[config.mk]
export PLATFORM = sky130hd
export DESIGN_NAME = sobel_scan_ctrl_flat
export DESIGN_NICKNAME = d
export VERILOG_FILES = /design/src/rtl/sobel_scan_ctrl_if.sv /design/src/rtl/sobel_scan_ctrl.sv /design/src/flat_wrapper.sv
export SDC_FILE = /design/constraint.sdc
export NUM_CORES = 1
export LEC_CHECK = 0
export BUFFER_PORTS_ARGS = -buffer_cell sky130_fd_sc_hd__buf_4
export CORE_UTILIZATION = 55
export DETAILED_ROUTE_END_ITERATION = 10
export GPL_TIMING_DRIVEN = 0
export PLACE_DENSITY_LB_ADDON = 0.25
export SYNTH_ARGS = -nofsm -noshare
export SYNTH_HDL_FRONTEND = slang
export SYNTH_SLANG_ARGS = --single-unit
[constraint.sdc]
create_clock -name clk -period 5.2 [get_ports clk]
set_input_delay 0.26 -clock clk [delete_from_list [all_inputs] [get_ports clk]]
set_output_delay 0.26 -clock clk [all_outputs]
set_load 0.1 [all_outputs]
[src/rtl/sobel_scan_ctrl_if.sv]
// Bundles the controller's bus-side signals into one interface.
//   Pixel memory : mem_rd, mem_addr (out); mem_rdata (in, one cycle after mem_rd)
//   Detector     : z1..z6 window (out); z_out result (in, combinational from z1..z6)
//   Result stream: pix_data, pix_valid, pix_last (out); pix_ready (in)
// master = sobel_scan_ctrl, slave = memory/detector/writer side.
interface sobel_scan_ctrl_if #(
    parameter int ADDR_W = 18
);
    logic              mem_rd;
    logic [ADDR_W-1:0] mem_addr;
    logic [7:0]        mem_rdata;
    logic [7:0]        z1, z2, z3, z4, z5, z6;
    logic [7:0]        z_out;
    logic [7:0]        pix_data;
    logic              pix_valid;
    logic              pix_ready;
    logic              pix_last;

    modport master (
        output mem_rd, mem_addr, z1, z2, z3, z4, z5, z6, pix_data, pix_valid, pix_last,
        input  mem_rdata, z_out, pix_ready
    );

    modport slave (
        input  mem_rd, mem_addr, z1, z2, z3, z4, z5, z6, pix_data, pix_valid, pix_last,
        output mem_rdata, z_out, pix_ready
    );
endinterface

[src/rtl/sobel_scan_ctrl.sv]
// Frame sequencer for the sobel3x3det datapath. Walks a ROWS x COLS image in a
// synchronous-read pixel memory, builds the six-pixel window for every interior
// pixel, captures the detector result and streams one pixel per position in
// raster order. Border pixels are emitted as 0.
// Ports:
//   clk   - system clock (rising edge)
//   reset - asynchronous active-low reset
//   start - begin a frame (sampled only in IDLE)
//   busy  - frame in progress
//   done  - one-cycle pulse after the last pixel handshake
//   bus   - memory / detector window / result stream (sobel_scan_ctrl_if.master)
//
// state    | meaning
// ---------+--------------------------------------------------------------
// IDLE     | waiting for start
// BORDER   | border pixel 0 presented, waiting for handshake
// PRIME    | four reads of cols 0,1 (rows r-1, r+1) at interior row entry
// FETCH_T  | read (r-1, c+1) on the bus
// FETCH_B  | read (r+1, c+1) on the bus
// SETTLE   | wait for bottom return + shift, then capture z_out
// OUT      | interior result presented, waiting for handshake
// DONE     | done pulse, back to IDLE
module sobel_scan_ctrl #(
    parameter int ROWS   = 436,
    parameter int COLS   = 576,
    parameter int ADDR_W = 18
) (
    input  logic               clk,
    input  logic               reset,
    input  logic               start,
    output logic               busy,
    output logic               done,
    sobel_scan_ctrl_if.master  bus
);
    localparam int RW = $clog2(ROWS);
    localparam int CW = $clog2(COLS);
    localparam logic [RW-1:0]     ROW_LAST = RW'(ROWS - 1);
    localparam logic [RW-1:0]     ROW_ONE  = RW'(1);
    localparam logic [CW-1:0]     COL_LAST = CW'(COLS - 1);
    localparam logic [CW-1:0]     COL_ONE  = CW'(1);
    localparam logic [ADDR_W-1:0] A_ONE    = ADDR_W'(1);
    localparam logic [ADDR_W-1:0] A_COLS   = ADDR_W'(COLS);

    typedef enum logic [2:0] {
        S_IDLE, S_BORDER, S_PRIME, S_FETCH_T, S_FETCH_B, S_SETTLE, S_OUT, S_DONE
    } state_t;

    state_t            r_state;
    logic [RW-1:0]     r_row;
    logic [CW-1:0]     r_col;
    logic [1:0]        r_pcnt;
    logic              r_mem_rd;
    logic              r_rd_top;
    logic [ADDR_W-1:0] r_mem_addr;
    logic              r_ret_top;
    logic              r_ret_bot;
    logic [7:0]        r_stage;
    logic [7:0]        r_z1, r_z2, r_z3, r_z4, r_z5, r_z6;
    logic [7:0]        r_pix_data;
    logic              r_pix_valid;
    logic              r_pix_last;
    logic              r_busy;
    logic              r_done;

    logic              w_hs;
    logic              w_last_col;
    logic              w_final;
    logic              w_nxt_border;
    logic              w_nxt_final;
    logic [RW-1:0]     w_nxt_row;
    logic [CW-1:0]     w_nxt_col;
    logic [ADDR_W-1:0] w_row_a, w_col_a, w_nxt_row_a, w_nxt_col_a;

    function automatic logic [ADDR_W-1:0] f_addr(input logic [ADDR_W-1:0] row,
                                                 input logic [ADDR_W-1:0] col);
        return row * A_COLS + col;
    endfunction

    always_comb begin
        w_hs         = r_pix_valid & bus.pix_ready;
        w_last_col   = (r_col == COL_LAST);
        w_final      = (r_row == ROW_LAST) && w_last_col;
        w_nxt_col    = w_last_col ? '0 : r_col + COL_ONE;
        w_nxt_row    = w_last_col ? r_row + ROW_ONE : r_row;
        w_nxt_border = (w_nxt_row == '0) || (w_nxt_row == ROW_LAST) ||
                       (w_nxt_col == '0) || (w_nxt_col == COL_LAST);
        w_nxt_final  = (w_nxt_row == ROW_LAST) && (w_nxt_col == COL_LAST);
        w_row_a      = ADDR_W'(r_row);
        w_col_a      = ADDR_W'(r_col);
        w_nxt_row_a  = ADDR_W'(w_nxt_row);
        w_nxt_col_a  = ADDR_W'(w_nxt_col);
    end

    always_ff @(posedge clk or negedge reset) begin
        if (!reset) begin
            r_state     <= S_IDLE;
            r_row       <= '0;
            r_col       <= '0;
            r_pcnt      <= '0;
            r_mem_rd    <= 1'b0;
            r_rd_top    <= 1'b0;
            r_mem_addr  <= '0;
            r_ret_top   <= 1'b0;
            r_ret_bot   <= 1'b0;
            r_stage     <= '0;
            r_z1        <= '0;
            r_z2        <= '0;
            r_z3        <= '0;
            r_z4        <= '0;
            r_z5        <= '0;
            r_z6        <= '0;
            r_pix_data  <= '0;
            r_pix_valid <= 1'b0;
            r_pix_last  <= 1'b0;
            r_busy      <= 1'b0;
            r_done      <= 1'b0;
        end else begin
            // Read data lands one cycle after the strobe; tag it top/bottom.
            r_ret_top <= r_mem_rd & r_rd_top;
            r_ret_bot <= r_mem_rd & ~r_rd_top;
            if (r_ret_top) begin
                r_stage <= bus.mem_rdata;
            end
            // The window only moves once both halves of a column are in hand.
            if (r_ret_bot) begin
                r_z1 <= r_z2;
                r_z2 <= r_z3;
                r_z3 <= r_stage;
                r_z4 <= r_z5;
                r_z5 <= r_z6;
                r_z6 <= bus.mem_rdata;
            end
            r_done   <= 1'b0;
            r_mem_rd <= 1'b0;

            case (r_state)
                S_IDLE: begin
                    if (start) begin
                        r_row       <= '0;
                        r_col       <= '0;
                        r_busy      <= 1'b1;
                        r_pix_data  <= '0;
                        r_pix_valid <= 1'b1;
                        r_pix_last  <= 1'b0;
                        r_state     <= S_BORDER;
                    end
                end
                S_BORDER, S_OUT: begin
                    if (w_hs) begin
                        if (w_final) begin
                            r_pix_valid <= 1'b0;
                            r_pix_last  <= 1'b0;
                            r_busy      <= 1'b0;
                            r_done      <= 1'b1;
                            r_state     <= S_DONE;
                        end else begin
                            r_row      <= w_nxt_row;
                            r_col      <= w_nxt_col;
                            r_pix_last <= w_nxt_final;
                            if (w_nxt_border) begin
                                r_pix_data  <= '0;
                                r_pix_valid <= 1'b1;
                                r_state     <= S_BORDER;
                            end else begin
                                r_pix_valid <= 1'b0;
                                r_mem_rd    <= 1'b1;
                                r_rd_top    <= 1'b1;
                                r_pcnt      <= '0;
                                if (w_nxt_col == COL_ONE) begin
                                    r_mem_addr <= f_addr(w_nxt_row_a - A_ONE, ADDR_W'(0));
                                    r_state    <= S_PRIME;
                                end else begin
                                    r_mem_addr <= f_addr(w_nxt_row_a - A_ONE, w_nxt_col_a + A_ONE);
                                    r_state    <= S_FETCH_T;
                                end
                            end
                        end
                    end
                end
                S_PRIME: begin
                    // Prime order: top c0, bottom c0, top c1, bottom c1.
                    r_mem_rd <= 1'b1;
                    if (r_pcnt == 2'd3) begin
                        r_rd_top   <= 1'b1;
                        r_mem_addr <= f_addr(w_row_a - A_ONE, w_col_a + A_ONE);
                        r_state    <= S_FETCH_T;
                    end else begin
                        r_pcnt     <= r_pcnt + 2'd1;
                        r_rd_top   <= r_pcnt[0];
                        r_mem_addr <= f_addr(r_pcnt[0] ? w_row_a - A_ONE : w_row_a + A_ONE,
                                             (r_pcnt == 2'd0) ? ADDR_W'(0) : A_ONE);
                    end
                end
                S_FETCH_T: begin
                    r_mem_rd   <= 1'b1;
                    r_rd_top   <= 1'b0;
                    r_mem_addr <= f_addr(w_row_a + A_ONE, w_col_a + A_ONE);
                    r_state    <= S_FETCH_B;
                end
                S_FETCH_B: begin
                    r_state <= S_SETTLE;
                end
                S_SETTLE: begin
                    // First cycle the bottom datum is still arriving; capture on the next.
                    if (!r_ret_bot) begin
                        r_pix_data  <= bus.z_out;
                        r_pix_valid <= 1'b1;
                        r_state     <= S_OUT;
                    end
                end
                S_DONE: begin
                    r_state <= S_IDLE;
                end
                default: begin
                    r_state <= S_IDLE;
                end
            endcase
        end
    end

    assign bus.mem_rd    = r_mem_rd;
    assign bus.mem_addr  = r_mem_addr;
    assign bus.z1        = r_z1;
    assign bus.z2        = r_z2;
    assign bus.z3        = r_z3;
    assign bus.z4        = r_z4;
    assign bus.z5        = r_z5;
    assign bus.z6        = r_z6;
    assign bus.pix_data  = r_pix_data;
    assign bus.pix_valid = r_pix_valid;
    assign bus.pix_last  = r_pix_last;
    assign busy          = r_busy;
    assign done          = r_done;
endmodule

[src/flat_wrapper.sv]
// flat-port wrapper written by rule: the top's interface ports become plain ports
module sobel_scan_ctrl_flat 
#(
    parameter int ROWS   = 436,
    parameter int COLS   = 576,
    parameter int ADDR_W = 18
)
  (clk, reset, start, busy, done, bus_mem_rd, bus_mem_addr, bus_z1, bus_z2, bus_z3, bus_z4, bus_z5, bus_z6, bus_pix_data, bus_pix_valid, bus_pix_last, bus_mem_rdata, bus_z_out, bus_pix_ready);
  sobel_scan_ctrl_if #(.ADDR_W(ADDR_W)) bus_i ();
  input  logic clk;
  input  logic reset;
  input  logic start;
  output logic busy;
  output logic done;
  output wire logic [$bits(bus_i.mem_rd)-1:0] bus_mem_rd;
  output wire logic [$bits(bus_i.mem_addr)-1:0] bus_mem_addr;
  output wire logic [$bits(bus_i.z1)-1:0] bus_z1;
  output wire logic [$bits(bus_i.z2)-1:0] bus_z2;
  output wire logic [$bits(bus_i.z3)-1:0] bus_z3;
  output wire logic [$bits(bus_i.z4)-1:0] bus_z4;
  output wire logic [$bits(bus_i.z5)-1:0] bus_z5;
  output wire logic [$bits(bus_i.z6)-1:0] bus_z6;
  output wire logic [$bits(bus_i.pix_data)-1:0] bus_pix_data;
  output wire logic [$bits(bus_i.pix_valid)-1:0] bus_pix_valid;
  output wire logic [$bits(bus_i.pix_last)-1:0] bus_pix_last;
  input wire logic [$bits(bus_i.mem_rdata)-1:0] bus_mem_rdata;
  input wire logic [$bits(bus_i.z_out)-1:0] bus_z_out;
  input wire logic [$bits(bus_i.pix_ready)-1:0] bus_pix_ready;
  assign bus_mem_rd = bus_i.mem_rd;
  assign bus_mem_addr = bus_i.mem_addr;
  assign bus_z1 = bus_i.z1;
  assign bus_z2 = bus_i.z2;
  assign bus_z3 = bus_i.z3;
  assign bus_z4 = bus_i.z4;
  assign bus_z5 = bus_i.z5;
  assign bus_z6 = bus_i.z6;
  assign bus_pix_data = bus_i.pix_data;
  assign bus_pix_valid = bus_i.pix_valid;
  assign bus_pix_last = bus_i.pix_last;
  assign bus_i.mem_rdata = bus_mem_rdata;
  assign bus_i.z_out = bus_z_out;
  assign bus_i.pix_ready = bus_pix_ready;
  sobel_scan_ctrl #(.ROWS(ROWS), .COLS(COLS), .ADDR_W(ADDR_W)) u_core (.clk(clk), .reset(reset), .start(start), .busy(busy), .done(done), .bus(bus_i));
endmodule
; ---- After elaboration in Yosys (flattened, before gate mapping)
; Cells that the tools add are included.
[classes]
addsub = 12
bitwise_logic = 4
n_mul = 4
n_eq_ne = 22
muxes = 62
n_reduce_logical = 23
[op_table]
columns = op, n
row1 = 2-to-1 mux 18 bit, 6
row2 = adder 18 bit, 4
row3 = "multiplier 18 x 4 -> 12 bit, second input constant", 4
row4 = one-hot mux 18 bit (3 select lines), 1
row5 = 2-to-1 mux 10 bit, 4
row6 = 2-to-1 mux 8 bit, 5
row7 = 2-to-1 mux 9 bit, 4
row8 = one-hot mux 8 bit (3 select lines), 1
row9 = "adder 10 x 1 -> 11 bit, second input constant", 2
row10 = 2-to-1 mux 1 bit, 22
row11 = one-hot mux 3 bit (7 select lines), 1
row12 = "== test 10 bit, second input constant", 2
row13 = one-hot mux 10 bit (2 select lines), 1
row14 = AND reduction 4 bit, 5
row15 = "subtractor 9 x 1 -> 10 bit, second input constant", 2
row16 = "== test 9 bit, second input constant", 2
row17 = 2-to-1 mux 3 bit, 6
row18 = one-hot mux 9 bit (2 select lines), 1
row19 = "== test 3 bit, second input constant", 4
row20 = "adder 10 x 1 -> 10 bit, second input constant", 1
row21 = "adder 9 x 1 -> 10 bit, second input constant", 1
row22 = "== test 10 x 1 -> 1 bit, second input constant", 1
row23 = logical NOT 10 bit, 1
row24 = "!= test 2 bit, second input constant", 5
row25 = 23 further kinds, 41
[word_totals]
wordCells = 148
output_inout_bits = 79
in_bits = 20
reg_bits = 114

; ---- Longest topological paths before layout
[depth]
depth_word = 10
mapped_depth = 21
ltp_nobuf = 20

; ---- Least setup slack after synthesis
; OpenSTA, ideal clock, no wires.
[synth_timing]
kind = reg2reg
start = register u_core.r_col[1]
end = register u_core.r_mem_addr[17], in the netlist u_core.bus.mem_addr[17]
setup_ps = 89
period_less_slack_ps = 5145
required_time_ps = 5111
path_stages_with_launch = 20
path_buffers = 1
t_arrival_ps = 5056
slack_ps = 55
path_cell_list = dfrtp_1 -> ha_1 -> and4_1 -> buf_2 -> nand4_2 -> or4_4 -> a22o_4 -> mux2_4 -> a31oi_2 -> xnor2_2 -> xor2_1 -> ha_1 -> a211o_1 -> and2_1 -> nor4_1 -> nand4b_1 -> o211a_1 -> o21ai_0 -> or3b_1 -> a41oi_1
[synth_between]
elab_chain_cells = 10
elab_cells_between_ends = 29
classes_between = 7 x add/sub / 1 x mul / 6 x eq/ne / 8 x mux / 7 x reduce/logical
[synth_rtl]
columns = item, line
row1 = start: declaration, sobel_scan_ctrl.sv:50  ; logic [CW-1:0] r_col;
row2 = start signal: assignment, sobel_scan_ctrl.sv:158  ; r_col <= w_nxt_col;
row3 = == test 10 bit, sobel_scan_ctrl.sv:81  ; w_last_col = (r_col == COL_LAST);
row4 = 2-to-1 mux 9 bit, sobel_scan_ctrl.sv:84  ; w_nxt_row = w_last_col ? r_row + ROW_ONE : r_row;
row5 = subtractor 9 x 1 -> 10 bit, "sobel_scan_ctrl.sv:170, sobel_scan_ctrl.sv:173"
row6 = multiplier 18 x 4 -> 12 bit, sobel_scan_ctrl.sv:76  ; return row * A_COLS + col;
row7 = adder 18 bit, sobel_scan_ctrl.sv:76
row8 = 2-to-1 mux 18 bit, sobel_scan_ctrl.sv:169  ; if (w_nxt_col == COL_ONE) begin
row9 = 2-to-1 mux 18 bit, sobel_scan_ctrl.sv:160  ; if (w_nxt_border) begin
row10 = 2-to-1 mux 18 bit, sobel_scan_ctrl.sv:150  ; if (w_final) begin
row11 = 2-to-1 mux 18 bit, sobel_scan_ctrl.sv:149  ; if (w_hs) begin
row12 = one-hot mux 18 bit (3 select lines), sobel_scan_ctrl.sv:136  ; case (r_state)
row13 = end signal: assignment, sobel_scan_ctrl.sv:170  ; r_mem_addr <= f_addr(w_nxt_row_a - A_ONE, ADDR_W'(0));
row14 = end signal: assignment, sobel_scan_ctrl.sv:173  ; r_mem_addr <= f_addr(w_nxt_row_a - A_ONE, w_nxt_col_a + A_ONE);
row15 = end signal: assignment, sobel_scan_ctrl.sv:185  ; r_mem_addr <= f_addr(w_row_a - A_ONE, w_col_a + A_ONE);
row16 = end: declaration, sobel_scan_ctrl.sv:54  ; logic [ADDR_W-1:0] r_mem_addr;
; Parallel ways exist; a longest one is shown, timed or not. The select of a mux whose other input is x is not followed.
; A chain may end at the register's enable or synchronous reset.

; ---- Worst setup path after layout
; Same ends and word-level chain as after synthesis.

==> metrics <==
max reg flops 18; residual antenna-violating net count after detailed routing 0; relative slew slack 0.182; post-synthesis cell type count 84; Placed Area 10,300 um^2; post-synth top area share 0.308; Layout Skew 11.3 ps; Top-Level Pins 99; worst hold path class input pin to flop; RSZ-0062 raised after global routing yes; final number of max-transition violations 0; GRT Total Usage 0.306; # DRC 0; Layout Cells excl Fill 1,390; sequential area share after synthesis 0.308; maxcap violations 0; number of enable flip-flop cells after synthesis 0; total number of vias 8,461; pin count of the biggest net entering global routing 100; Startpoint Class flop; Setup TNS 0 ps; Die Height 132 um; Post-synth ARST share 1.00; clock tree from TritonCTS done; vias in the first global route 7,787; Synth Flop Type dfrtp_1; Worst-Skew Late Latency 430 ps; worst vdd ir 0.659 mV; final hold slack 40.5 ps; TritonCTS Sinks 114; Syn Inst Count 1,017; final period utilization 0.983; TritonCTS Buffers 17; max frequency 196 MHz; num rows 47; CTS H-Tree Depth 4; syn nets 1,125; min Tclk post-route 5110 ps; post-synth top area cell dfrtp_1; setup slack after layout 89.2 ps; Nets 1,265; Finished Cell Area 11,300 um^2; Core Area 16,500 um^2; Final HPWL DP 19,700 um; WL final 26,500 um; first-pass GRT wire length 41,600 um; dpl ws -722 ps; Worst EP required 5540 ps; Chip Width 132 um; Fin. Hold Viols 0; initial antenna violation count 0; final setup vio count 0; Worst-path clk slew 60 ps; Worst-Margin Slew 1220 ps; most common cell after layout, fill and taps aside buf_4; WP data arrival 5450 ps; GPL Wtd Cong 0.947; worst-case clock buffer depth 2; CTS Root Cell clkbuf_16; total gr overflow 0; FILL cells 1,339; mapped cell area 9250 um^2; Critical Path Fanout Max 5; share of cells above drive strength 1 0.244; final core utilization 0.681; Power Dens Cells 597 nW/um^2; number of port buffers 98; Initial DRC Count 794; DRT Pass-1 Iters 6; routed len/inst 19.1 um; number of antenna diodes 0; most frequent cells in the layout 120 x buf_4, 112 x dfrtp_1, 84 x nand2_1, 79 x nor2_1, 78 x ha_1; syn_area_per_cell 9.10 um^2; CP endpoint kind flop; die area 17,300 um^2; ranking of synthesized cells by area dfrtp_1 31%, ha_1 11%, mux2_2 7.7%; Lkg Pwr 5.06 nW; #FFs+latches synth 114; placed cells 1,336; Area growth, synth to finish 21.7%; YS warnings 0; initial core utilization 0.560; routed vias/inst 6.09; outcome finished clean; critical path class flop to flop; Final Power 6.72 mW
-- area by class of cell --
type / count / area, um^2 / area share
clock inverter: 15 / 160 / 0.0142
timing repair buffer: 122 / 947 / 0.0841
clock buffer: 17 / 425 / 0.0378
tap: 220 / 275 / 0.0245
multi-input combinational: 798 / 6140 / 0.546
sequential: 114 / 2860 / 0.254
buffer: 47 / 233 / 0.0207
inverter: 57 / 218 / 0.0193
-- routing by layer --
metal  wire length [um]  up-vias  GRT usage
met5                  0        -          0
met4                560        0      0.101
met3               1830       44     0.0421
met2              12600      346      0.494
met1              11500     4091      0.421
li1                   -     3980          -
-- final timing paths --
path                                                             to                   startpoint  slack (ps)  cells past startpoint
worst min register to register           u_core.r_ret_bot$_DFF_PN0_  u_core.r_rd_top$_DFFE_PN0P_         470                      1
worst max-delay path            u_core.bus.mem_addr[17]$_DFFE_PN0P_  u_core.r_col[1]$_DFFE_PN0P_          90                     19
min in group asynchronous               u_core.r_col[5]$_DFFE_PN0P_                        reset         230                      2
worst min-delay path             u_core.bus.pix_data[6]$_DFFE_PN0P_                 bus_z_out[6]          40                      3
worst max register to register  u_core.bus.mem_addr[17]$_DFFE_PN0P_  u_core.r_col[1]$_DFFE_PN0P_          90                     19
max in group asynchronous       u_core.bus.mem_addr[12]$_DFFE_PN0P_                        reset        4240                      3
-- kinds of logic (layout without fill, tap and decap cells) --
kind of cell | after synthesis | count (layout) | synth area share
mux | 81 | 81 | 0.0990
fa+ha+maj | 88 | 88 | 0.125
simple gates | 322 | 322 | 0.176
compound gates | 232 | 232 | 0.173
flops | 114 | 114 | 0.308
xor+xnor | 75 | 75 | 0.0733
buf+inv | 105 | 258 | 0.0463
-- power breakdown --
part / internal (mW) / leakage [nW] / switching, mW
registers: 1.21 / 1.43 / 0.228
clock network: 0.681 / 0.284 / 0.504
logic: 1.07 / 3.34 / 3.03
total: 2.96 / 5.06 / 3.76
-- what timing repair did --
| action | CTS | global route |
|---|---|---|
| gates cloned | 0 | 1 |
| pin swaps | 7 | 16 |
| hold buffers | 1 | 0 |
| buffers inserted | 7 | 14 |
| resized for setup | 18 | 32 |
| endpoints found under the hold margin | 15 | 0 |
| endpoints found under the setup margin | 4 | 1 |
-- cell usage after synthesis, types with 4 or more instances --
cell type and count:
and3_1 5, ha_1 81, o221ai_1 6, a211o_1 7, nor2_1 79, nor2b_1 11, o31ai_1 12, mux2_2 63
buf_2 9, dfrtp_1 114, a21oi_1 40, o32ai_1 5, or3_1 6, nand4_1 7, and2_1 9, buf_1 5
buf_4 4, a31oi_1 5, nand2_1 84, a21o_1 14, inv_1 55, nand3_1 28, a311o_1 5, o21bai_1 4
mux2i_1 12, or2_2 6, clkbuf_1 29, o31a_1 4, xor2_1 29, o21ai_0 63, nand3b_1 4, nor3_1 31
nor4_1 8, fa_1 7, nand2b_1 15, a22o_1 5, xnor2_1 44, mux2_4 5, o211ai_1 4, a211oi_1 22
nor3b_1 6
-- worst max-delay path, cell delays in order (launching register included) --
cell	delay [ps]
dfrtp_2	390
ha_4	160
and4_4	240
buf_6	140
nand4_4	100
or4_4	540
a22o_4	290
mux2_4	320
a31oi_4	220
xnor2_4	170
xor2_1	170
ha_1	240
a211o_1	320
and2_4	190
nor4_4	370
nand4b_1	200
o211a_1	280
o21ai_1	130
or3b_4	400
a41oi_2	150
No activity file was read; power rests on OpenSTA's default activity.
